File: config.mk
export PLATFORM = sky130hd
export DESIGN_NAME = monolith_axis_chunk_fifo_slave
export DESIGN_NICKNAME = d
export VERILOG_FILES = /design/src/rtl/monolith_axis_pkg.sv /design/src/rtl/monolith_chunk_ram.sv /design/src/rtl/monolith_axis_chunk_fifo_slave.sv
export SDC_FILE = /design/constraint.sdc
export NUM_CORES = 1
export LEC_CHECK = 0
export CAP_MARGIN = 20
export CELL_PAD_IN_SITES_DETAIL_PLACEMENT = 1
export CELL_PAD_IN_SITES_GLOBAL_PLACEMENT = 2
export CORE_MARGIN = 5
export CORE_UTILIZATION = 44
export CTS_BUF_LIST = sky130_fd_sc_hd__clkbuf_16
export DETAILED_ROUTE_END_ITERATION = 7
export PLACE_DENSITY_LB_ADDON = 0.1
export SYNTH_ARGS = -nofsm -noshare
export SYNTH_HDL_FRONTEND = slang
export SYNTH_HIERARCHICAL = 1
export SYNTH_SLANG_ARGS = --single-unit
File: constraint.sdc
create_clock -name S_AXIS_ACLK -period 19.25 [get_ports S_AXIS_ACLK]
set_clock_uncertainty 0.05 [all_clocks]
set_input_delay 1.925 -clock S_AXIS_ACLK [delete_from_list [all_inputs] [get_ports S_AXIS_ACLK]]
set_output_delay 1.925 -clock S_AXIS_ACLK [all_outputs]
set_load 0.02 [all_outputs]
File: src/rtl/monolith_axis_pkg.sv
// Shared types and helpers for the Monolith AXI-Stream chunk FIFO.
package monolith_axis_pkg;

    typedef enum logic {
        FILL = 1'b0,
        PAD  = 1'b1
    } chunk_wr_state_t;

    function automatic int clog2_min1(input int n);
        return (n <= 2) ? 1 : $clog2(n);
    endfunction

endpackage

File: src/rtl/monolith_chunk_ram.sv
// Word-addressed write port, chunk-wide registered read port; contents are not reset.
module monolith_chunk_ram
    import monolith_axis_pkg::*;
#(
    parameter int SIZE  = 16,
    parameter int COUNT = 2,
    parameter int W     = 32
) (
    input  logic                                 clk,
    input  logic                                 wr_en,
    input  logic [clog2_min1(SIZE*COUNT)-1:0]    wr_addr,
    input  logic [W-1:0]                         wr_data,
    input  logic                                 rd_en,
    input  logic [clog2_min1(COUNT)-1:0]         rd_addr,
    output logic [W-1:0]                         rd_data [0:SIZE-1]
);
    localparam int DEPTH = SIZE * COUNT;
    localparam int SA    = clog2_min1(SIZE);

    logic [W-1:0] mem_q     [0:DEPTH-1];
    logic [W-1:0] rd_data_q [0:SIZE-1];

    always_ff @(posedge clk) begin
        if (wr_en) begin
            mem_q[wr_addr] <= wr_data;
        end
        if (rd_en) begin
            for (int i = 0; i < SIZE; i++) begin
                rd_data_q[i] <= mem_q[{rd_addr, SA'(i)}];
            end
        end
    end

    assign rd_data = rd_data_q;

endmodule

File: src/rtl/monolith_axis_chunk_fifo_slave.sv
// AXI4-Stream sink that packs words into fixed-size chunks (zero-padded on TLAST)
// and hands one whole chunk at a time to the Monolith hash core.
module monolith_axis_chunk_fifo_slave
    import monolith_axis_pkg::*;
#(
    parameter int FIFO_CHUNK_SIZE      = 16,
    parameter int FIFO_CHUNK_COUNT     = 2,
    parameter int C_S_AXIS_TDATA_WIDTH = 32
) (
    input  logic                              S_AXIS_ACLK,
    input  logic                              S_AXIS_ARESETN,
    output logic                              S_AXIS_TREADY,
    input  logic [C_S_AXIS_TDATA_WIDTH-1:0]   S_AXIS_TDATA,
    input  logic [C_S_AXIS_TDATA_WIDTH/8-1:0] S_AXIS_TSTRB,
    input  logic                              S_AXIS_TLAST,
    input  logic                              S_AXIS_TVALID,
    output logic [C_S_AXIS_TDATA_WIDTH-1:0]   m_chunk_data [0:FIFO_CHUNK_SIZE-1],
    output logic                              m_chunk_valid,
    input  logic                              m_chunk_ready,
    output logic                              m_chunk_last,
    output logic [$clog2(FIFO_CHUNK_SIZE):0]  m_chunk_words,
    output logic [$clog2(FIFO_CHUNK_SIZE*FIFO_CHUNK_COUNT):0] fifo_level,
    output logic [$clog2(FIFO_CHUNK_COUNT):0] chunks_avail
);
    localparam int SIZE  = FIFO_CHUNK_SIZE;
    localparam int COUNT = FIFO_CHUNK_COUNT;
    localparam int W     = C_S_AXIS_TDATA_WIDTH;
    localparam int DEPTH = SIZE * COUNT;
    localparam int WA    = $clog2(DEPTH);
    localparam int CA    = $clog2(COUNT);
    localparam int SA    = clog2_min1(SIZE);
    localparam int NW    = $clog2(SIZE) + 1;

    typedef struct packed {
        logic          last;
        logic [NW-1:0] words;
    } chunk_meta_t;

    chunk_wr_state_t state_q, state_d;
    logic [WA-1:0]   wr_ptr_q, wr_ptr_d;
    logic [CA-1:0]   rd_ptr_q, rd_ptr_d;
    logic [WA:0]     level_q, level_d;
    logic [CA:0]     chunks_q, chunks_d;
    logic [NW-1:0]   pad_words_q, pad_words_d;
    logic            tready_q, tready_d;
    logic            valid_q, valid_d;
    chunk_meta_t     out_meta_q, out_meta_d;
    chunk_meta_t     meta_q [0:COUNT-1];
    chunk_meta_t     meta_d [0:COUNT-1];

    logic            hs, wr_en, commit, load;
    logic [W-1:0]    wr_data;
    logic [SA-1:0]   word_idx;
    logic [CA-1:0]   wr_slot;
    logic [W-1:0]    ram_rd [0:SIZE-1];
    logic            strb_unused;

    assign strb_unused = ^S_AXIS_TSTRB;
    // Storage is chunk-aligned, so the pointer splits into slot and word index.
    assign word_idx = wr_ptr_q[SA-1:0];
    assign wr_slot  = wr_ptr_q[WA-1:SA];

    always_comb begin
        hs      = (state_q == FILL) && S_AXIS_TVALID && tready_q;
        wr_en   = hs || ((state_q == PAD) && (level_q != (WA+1)'(DEPTH)));
        wr_data = (state_q == PAD) ? '0 : S_AXIS_TDATA;
        commit  = wr_en && (word_idx == SA'(SIZE - 1));
        load    = (chunks_q != '0) && (!valid_q || m_chunk_ready);

        state_d     = state_q;
        wr_ptr_d    = wr_ptr_q;
        pad_words_d = pad_words_q;
        meta_d      = meta_q;
        rd_ptr_d    = rd_ptr_q;
        valid_d     = valid_q;
        out_meta_d  = out_meta_q;

        if (wr_en) begin
            wr_ptr_d = wr_ptr_q + 1'b1;
        end

        case (state_q)
            FILL: if (hs && S_AXIS_TLAST && !commit) begin
                state_d     = PAD;
                pad_words_d = NW'(word_idx) + 1'b1;
            end
            PAD: if (commit) begin
                state_d = FILL;
            end
            default: state_d = FILL;
        endcase

        // A chunk finished in PAD always carries the packet end.
        if (commit) begin
            meta_d[wr_slot].last  = (state_q == PAD) || S_AXIS_TLAST;
            meta_d[wr_slot].words = (state_q == PAD) ? pad_words_q : NW'(SIZE);
        end

        if (load) begin
            rd_ptr_d   = rd_ptr_q + 1'b1;
            valid_d    = 1'b1;
            out_meta_d = meta_q[rd_ptr_q];
        end else if (m_chunk_ready && valid_q) begin
            valid_d = 1'b0;
        end

        level_d  = level_q + (WA+1)'(wr_en) - (load ? (WA+1)'(SIZE) : '0);
        chunks_d = chunks_q + (CA+1)'(commit) - (CA+1)'(load);
        tready_d = (state_d == FILL) && (level_d != (WA+1)'(DEPTH));
    end

    always_ff @(posedge S_AXIS_ACLK or negedge S_AXIS_ARESETN) begin
        if (!S_AXIS_ARESETN) begin
            state_q     <= FILL;
            wr_ptr_q    <= '0;
            rd_ptr_q    <= '0;
            level_q     <= '0;
            chunks_q    <= '0;
            pad_words_q <= '0;
            tready_q    <= 1'b0;
            valid_q     <= 1'b0;
            out_meta_q  <= '0;
            for (int i = 0; i < COUNT; i++) begin
                meta_q[i] <= '0;
            end
        end else begin
            state_q     <= state_d;
            wr_ptr_q    <= wr_ptr_d;
            rd_ptr_q    <= rd_ptr_d;
            level_q     <= level_d;
            chunks_q    <= chunks_d;
            pad_words_q <= pad_words_d;
            tready_q    <= tready_d;
            valid_q     <= valid_d;
            out_meta_q  <= out_meta_d;
            meta_q      <= meta_d;
        end
    end

    monolith_chunk_ram #(
        .SIZE  (SIZE),
        .COUNT (COUNT),
        .W     (W)
    ) u_ram (
        .clk     (S_AXIS_ACLK),
        .wr_en   (wr_en),
        .wr_addr (wr_ptr_q),
        .wr_data (wr_data),
        .rd_en   (load),
        .rd_addr (rd_ptr_q),
        .rd_data (ram_rd)
    );

    // The RAM read register has no reset; gating on valid keeps the data outputs clear.
    always_comb begin
        for (int i = 0; i < SIZE; i++) begin
            m_chunk_data[i] = valid_q ? ram_rd[i] : '0;
        end
    end

    assign S_AXIS_TREADY = tready_q;
    assign m_chunk_valid = valid_q;
    assign m_chunk_last  = out_meta_q.last;
    assign m_chunk_words = out_meta_q.words;
    assign fifo_level    = level_q;
    assign chunks_avail  = chunks_q;

endmodule
==> impl_metrics.ini, run 1 <==
[status]
status = completed

[global_routing]
use_met3_pct = 4.62
grt_use_total_pct = 21.9
antenna_found_initial = 25
grt_max_degree = 176
gr-usage-met2_pct = 35.4
grt_pass1_vias = 30400
grt_pass1_wl_mm = 220
grt_remaining_overflow = 0
busiest_layer = met2
use_met1_pct = 30.3

[clock_network]
cts_max_level = 4
path_clk_slew_ns = 0.06
clk_latency_ns = 0.74
cts_root_buf = clkbuf_16
cts_tree = done
postCtsSetupBuffers = 0
cts_buffer_depth = 3
cts_hold_buf = 0
clock-sinks = 1576
cts-resized-gates = 0
cts_buffers = 159

[finish]
regArea_um2 = 47100
multi_input_area_um2 = 10700
fillCellCount = 11600
final_nets = 3631
finalInstanceArea_um2 = 71400
area.growth.synth_to_final_pct = 23.0
final_layout_size_suffix_gt1_share_pct = 23.5

[floorplanning]
die-area_um2 = 139000
start_util_pct = 44.2
io_pins = 569
fp.coreArea_um2 = 131000
rows = 133
die_x_um = 373
dieHeight_um = 373

[routing]
drc = 0
first_pass_iters = 5
drtAntennaViolNets = 0
wirelength_mm = 155
drt-initial-drc-count = 2666
wire_per_inst_um = 28.4
via_per_inst = 5.20
via_count = 28400

[run]
max_cap_viol_count = 0

[critical_path]
startpoint_type = flip-flop
cpLargestDelayFamily = buffers and inverters
r2r_cells = 5
crit_path_max_incr_delay_ns = 0.76
r2r-start = m_chunk_valid
path_max_fanout = 132
arrival_ns = 4.07
worstSetupPathType = flip-flop to primary output
regToRegSetupSlack_ns = 15.20
path_cells = buf_4 -> buf_16 -> buf_4 -> and2_1 -> clkdlybuf4s50_1
cp-endpoint = m_chunk_data[486]
cp.depth = 5
slowest_stage = buf_4
crit_path_start = m_chunk_valid
cpMostUsedCell = buf_4
crit_buf_inv = 4
cp.required_ns = 17.27
regToRegEndpoint = u_ram/rd_data[65]
endpoint_kind = primary output

[logic_synthesis]
async_flop_share_pct = 2.54
ys.flop_type = edfxtp_1
synthCells = 2911
synth_top_cell_area_share_pct = 79.5
netlist_top_cells_area = edfxtp_1 (79%), mux2_2 (10%), and2_1 (5.6%)
synth_area_um2 = 58000
yosysWarnings = 6
post-synth-top-count-cell = edfxtp_1
ys_seq_area_share_pct = 81.2
synth-seq-cells = 1576
synth_common_cells = edfxtp_1 (1536), mux2_2 (520), and2_1 (516)
synth_edf_count = 1536
synthDistinctLibCells = 39
syn_nets = 2964
yosysTopAreaCell = edfxtp_1
avgSynthCellArea_um2 = 19.9

[power]
fin_total_pwr_mw = 12.3
p_per_area_nw_per_um2 = 172
peakVddDrop_v = 0.000132
leakagePower_nw = 23.9

[sta]
drv_slew = 0
post-route-period-util_pct = 31.4
tightest_slew_ns = 1.23
maxSlewHeadroom_pct = 17.9
finalHoldViolCount = 0
setup_viol = 0
fin_ws_ns = 13.21
fin_crit_ns = 6.04
hold_slack_ns = 0.438
max_freq_ghz = 0.165
setup_tns_ns = 0
rsz0062_at_grt = no

[min_path]
hold_path_class = flip-flop to flip-flop
whs_path_depth = 1

[place]
numPortBuffers = 564
dp_hpwl_mm = 89.7
dpl_cell_area_um2 = 66200
dpl_worst_slack_ns = 13.62
routabilityCongestion = 0.764
==> state kept, by name, summed over array words and instances, names as in the netlist <==
register,count
state_q,1
fifo_level,6
rd_ptr_q,1
pad_words_q,5
chunks_avail,2
meta_q,12
m_chunk_words,5
m_chunk_valid,1
u_ram/rd_data,512
m_chunk_last,1
wr_ptr_q,5
S_AXIS_TREADY,1
u_ram/mem_q,1024
==> stage by stage <==
step | cells | utilization (%)
2_1_floorplan | 2911 | -
3_3_place_gp | 5159 | 50.4
3_5_place_dp | 5163 | 50.4
4_1_cts | 5445 | 54.2
5_1_grt | 5454 | 54.3
6_report | 5462 | 54.4
==> layout by cell type (no fill, tap or decap), types with 32 or more instances in the layout <==
cell / instances
inv_1: 55
clkdlybuf4s50_1: 563
buf_4: 50
and2_1: 516
clkinv_1: 34
nor2b_4: 32
clkbuf_16: 167
mux2_2: 520
nor2_4: 32
dfrtp_1: 37
edfxtp_1: 1536
==> cell type report <==
type	count	area share (%)
multi-input combinational	1198	15.0
inverter	14	0.0736
antenna	8	0.0281
timing repair buffer	629	8.90
clock inverter	115	1.02
clock buffer	167	5.86
sequential	1576	66.1
tap	1755	3.08
==> power by group <==
| part | internal (mW) | leakage (nW) | switching, mW |
|---|---|---|---|
| Sequential | 4.80 | 14.8 | 0.292 |
| Clock | 1.66 | 2.56 | 1.24 |
| Combinational | 1.74 | 6.54 | 2.52 |
| Total | 8.21 | 23.9 | 4.06 |
==> worst min path at each step <==
| stage | startpoint | to |
|---|---|---|
| 6_report | meta_q[10] | meta_q[10] |
| 4_1_cts | meta_q[10] | meta_q[10] |
| 2_1_floorplan | pad_words_q[4] | pad_words_q[4] |
| 3_3_place_gp | meta_q[10] | meta_q[10] |
| 3_5_place_dp | meta_q[10] | meta_q[10] |
| 5_1_grt | meta_q[7] | meta_q[7] |
==> per-layer routing <==
layer,part of all wire (%),vias to the layer above,routed length (µm)
li1,-,12300,-
met1,42,14900,65600
met2,48,1085,74500
met3,7.3,171,11300
met4,2.3,4,3640
met5,0.026,-,40
==> cells by family (layout without fill, tap and decap cells) <==
logic type,count (synthesis),count (layout),synth area share [%]
AO/OA/AOI/OAI,24,24,0.280
XOR/XNOR,14,14,0.211
adder cells (fa/ha/maj),12,12,0.259
buffers and inverters,137,925,1.22
flip-flops,1576,1576,81.2
multiplexers,532,532,10.3
other,0,8,0
AND/OR/NAND/NOR,616,616,6.53
(Power assumes the default switching activity.)
==> run 2, diff against run 1 <==
==> constraint.sdc (replaced) <==
create_clock -name S_AXIS_ACLK -period 6.1 [get_ports S_AXIS_ACLK]
set_clock_uncertainty 0.05 [all_clocks]
set_input_delay 0.61 -clock S_AXIS_ACLK [delete_from_list [all_inputs] [get_ports S_AXIS_ACLK]]
set_output_delay 0.61 -clock S_AXIS_ACLK [all_outputs]
set_load 0.02 [all_outputs]
==> impl_metrics.ini, run 2 (synthesized netlist as in run 1, its figures left out) <==
[status]
status = completed

[routing]
drtAntennaViolNets = 0
wire_per_inst_um = 28.1
drt-initial-drc-count = 2788
drc = 0
via_per_inst = 5.15
first_pass_iters = 5
wirelength_mm = 153
via_count = 28100

[finish]
final_cell_mix = edfxtp_1 (1536), clkdlybuf4s50_1 (563), mux2_2 (520), and2_1 (516), clkbuf_16 (167)
regArea_um2 = 47100
final_layout_size_suffix_gt1_share_pct = 23.2
multi_input_area_um2 = 10700
regMostFlops = u_ram/mem_q
finalInstanceArea_um2 = 71300
area.growth.synth_to_final_pct = 22.9
largest_reg_flops = 1024
finalNonFillerCells = 5453
fillCellCount = 11600
layout_commonest_cell = edfxtp_1
fin_util_pct = 54.3
final_nets = 3618

[critical_path]
arrival_ns = 3.35
startpoint_type = flip-flop
path_max_fanout = 126
cp.required_ns = 5.44
crit_path_max_incr_delay_ns = 0.80
r2r-start = state_q
regToRegEndpoint = u_ram/mem_q[2][20]
path_cells = buf_4 -> and2_1 -> clkdlybuf4s50_1
r2r_cells = 4
endpoint_kind = primary output
crit_buf_inv = 2
slowest_stage = dfrtp_4
worstSetupPathType = flip-flop to primary output
cpLargestDelayFamily = buffers and inverters
regToRegSetupSlack_ns = 2.29

[sta]
max_freq_ghz = 0.250
drv_slew = 0
maxSlewHeadroom_pct = 10.5
fin_crit_ns = 4.01
setup_viol = 0
tightest_slew_ns = 1.34
finalHoldViolCount = 0
rsz0062_at_grt = no
fin_ws_ns = 2.09
post-route-period-util_pct = 65.7
hold_slack_ns = 0.416
setup_tns_ns = 0

[global_routing]
grt_pass1_vias = 30000
grt_use_total_pct = 21.6
antenna_found_initial = 16
grt_remaining_overflow = 0
grt_pass1_wl_mm = 217
grt_max_degree = 203

[place]
dp_hpwl_mm = 88.7
placed_cells = 5151
dpl_worst_slack_ns = 2.18
routabilityCongestion = 0.779
dpl_cell_area_um2 = 66200
numPortBuffers = 564

[clock_network]
clock-sinks = 1576
cts_buffers = 158
path_clk_slew_ns = 0.06
clk_latency_ns = 0.76
cts_root_buf = clkbuf_16
cts-resized-gates = 0
cts_buffer_depth = 3
cts_tree = done
cts_max_level = 4

[floorplanning]
die_x_um = 373
io_pins = 569
fp.coreArea_um2 = 131000
start_util_pct = 44.2
dieHeight_um = 373
die-area_um2 = 139000
rows = 133

[power]
peakVddDrop_v = 0.000517
leakagePower_nw = 23.9
p_per_area_nw_per_um2 = 542
fin_total_pwr_mw = 38.6

[min_path]
hold_path_class = input pin to flip-flop
min_to = m_chunk_valid
min_from = m_chunk_ready
whs_path_depth = 2

[run]
max_cap_viol_count = 0
run 2: changes by cell type in the layout (fill, tap and decap cells not counted), sizes merged:
cell / change
diode: +2
clkinv: -3
dlygate4sd3: +1
inv: +3
clkinvlp: +1
buf: -13
run 2: how the worst max path moves through the flow:
stage / startpoint / endpoint / slack (ns) / cells after the start
after floorplan: m_chunk_valid / S_AXIS_TREADY / 1.38 / 10
after global placement: state_q / u_ram/mem_q[7][13] / 2.29 / 4
after detailed placement: state_q / u_ram/mem_q[7][13] / 2.18 / 4
after CTS: m_chunk_valid / m_chunk_data[321] / 1.98 / 3
after global routing: m_chunk_valid / m_chunk_data[297] / 1.85 / 3
final: m_chunk_valid / m_chunk_data[321] / 2.09 / 3
run 2: routing by layer:
metal | wire [µm] | vias to the layer above | track usage, % | part of all wire, %
met5 | 0 | - | 0 | 0
met4 | 3850 | 0 | 5.99 | 2.5
met3 | 11000 | 175 | 4.55 | 7.2
met2 | 75000 | 1048 | 35.6 | 49
met1 | 63400 | 14600 | 29.4 | 41
li1 | - | 12300 | - | -
run 2: area by class of cell:
type,count,area share (%)
Antenna cell,10,0.0351
Clock buffer,167,5.86
Clock inverter,116,1.02
Inverter,14,0.0737
Multi-Input combinational cell,1198,15.0
Sequential cell,1576,66.1
Tap cell,1755,3.08
Timing Repair Buffer,617,8.82
run 2: repair_timing:
item | CTS | global route
hold buffers | 1 | 0
buffers inserted | 0 | 0
hold endpoints to repair | 40 | 0
run 2: power by group:
group          internal (mW)  switching (mW)
clock                   5.25            3.90
sequential              15.2            1.11
combinational           5.50            7.69
total                   25.9            12.7
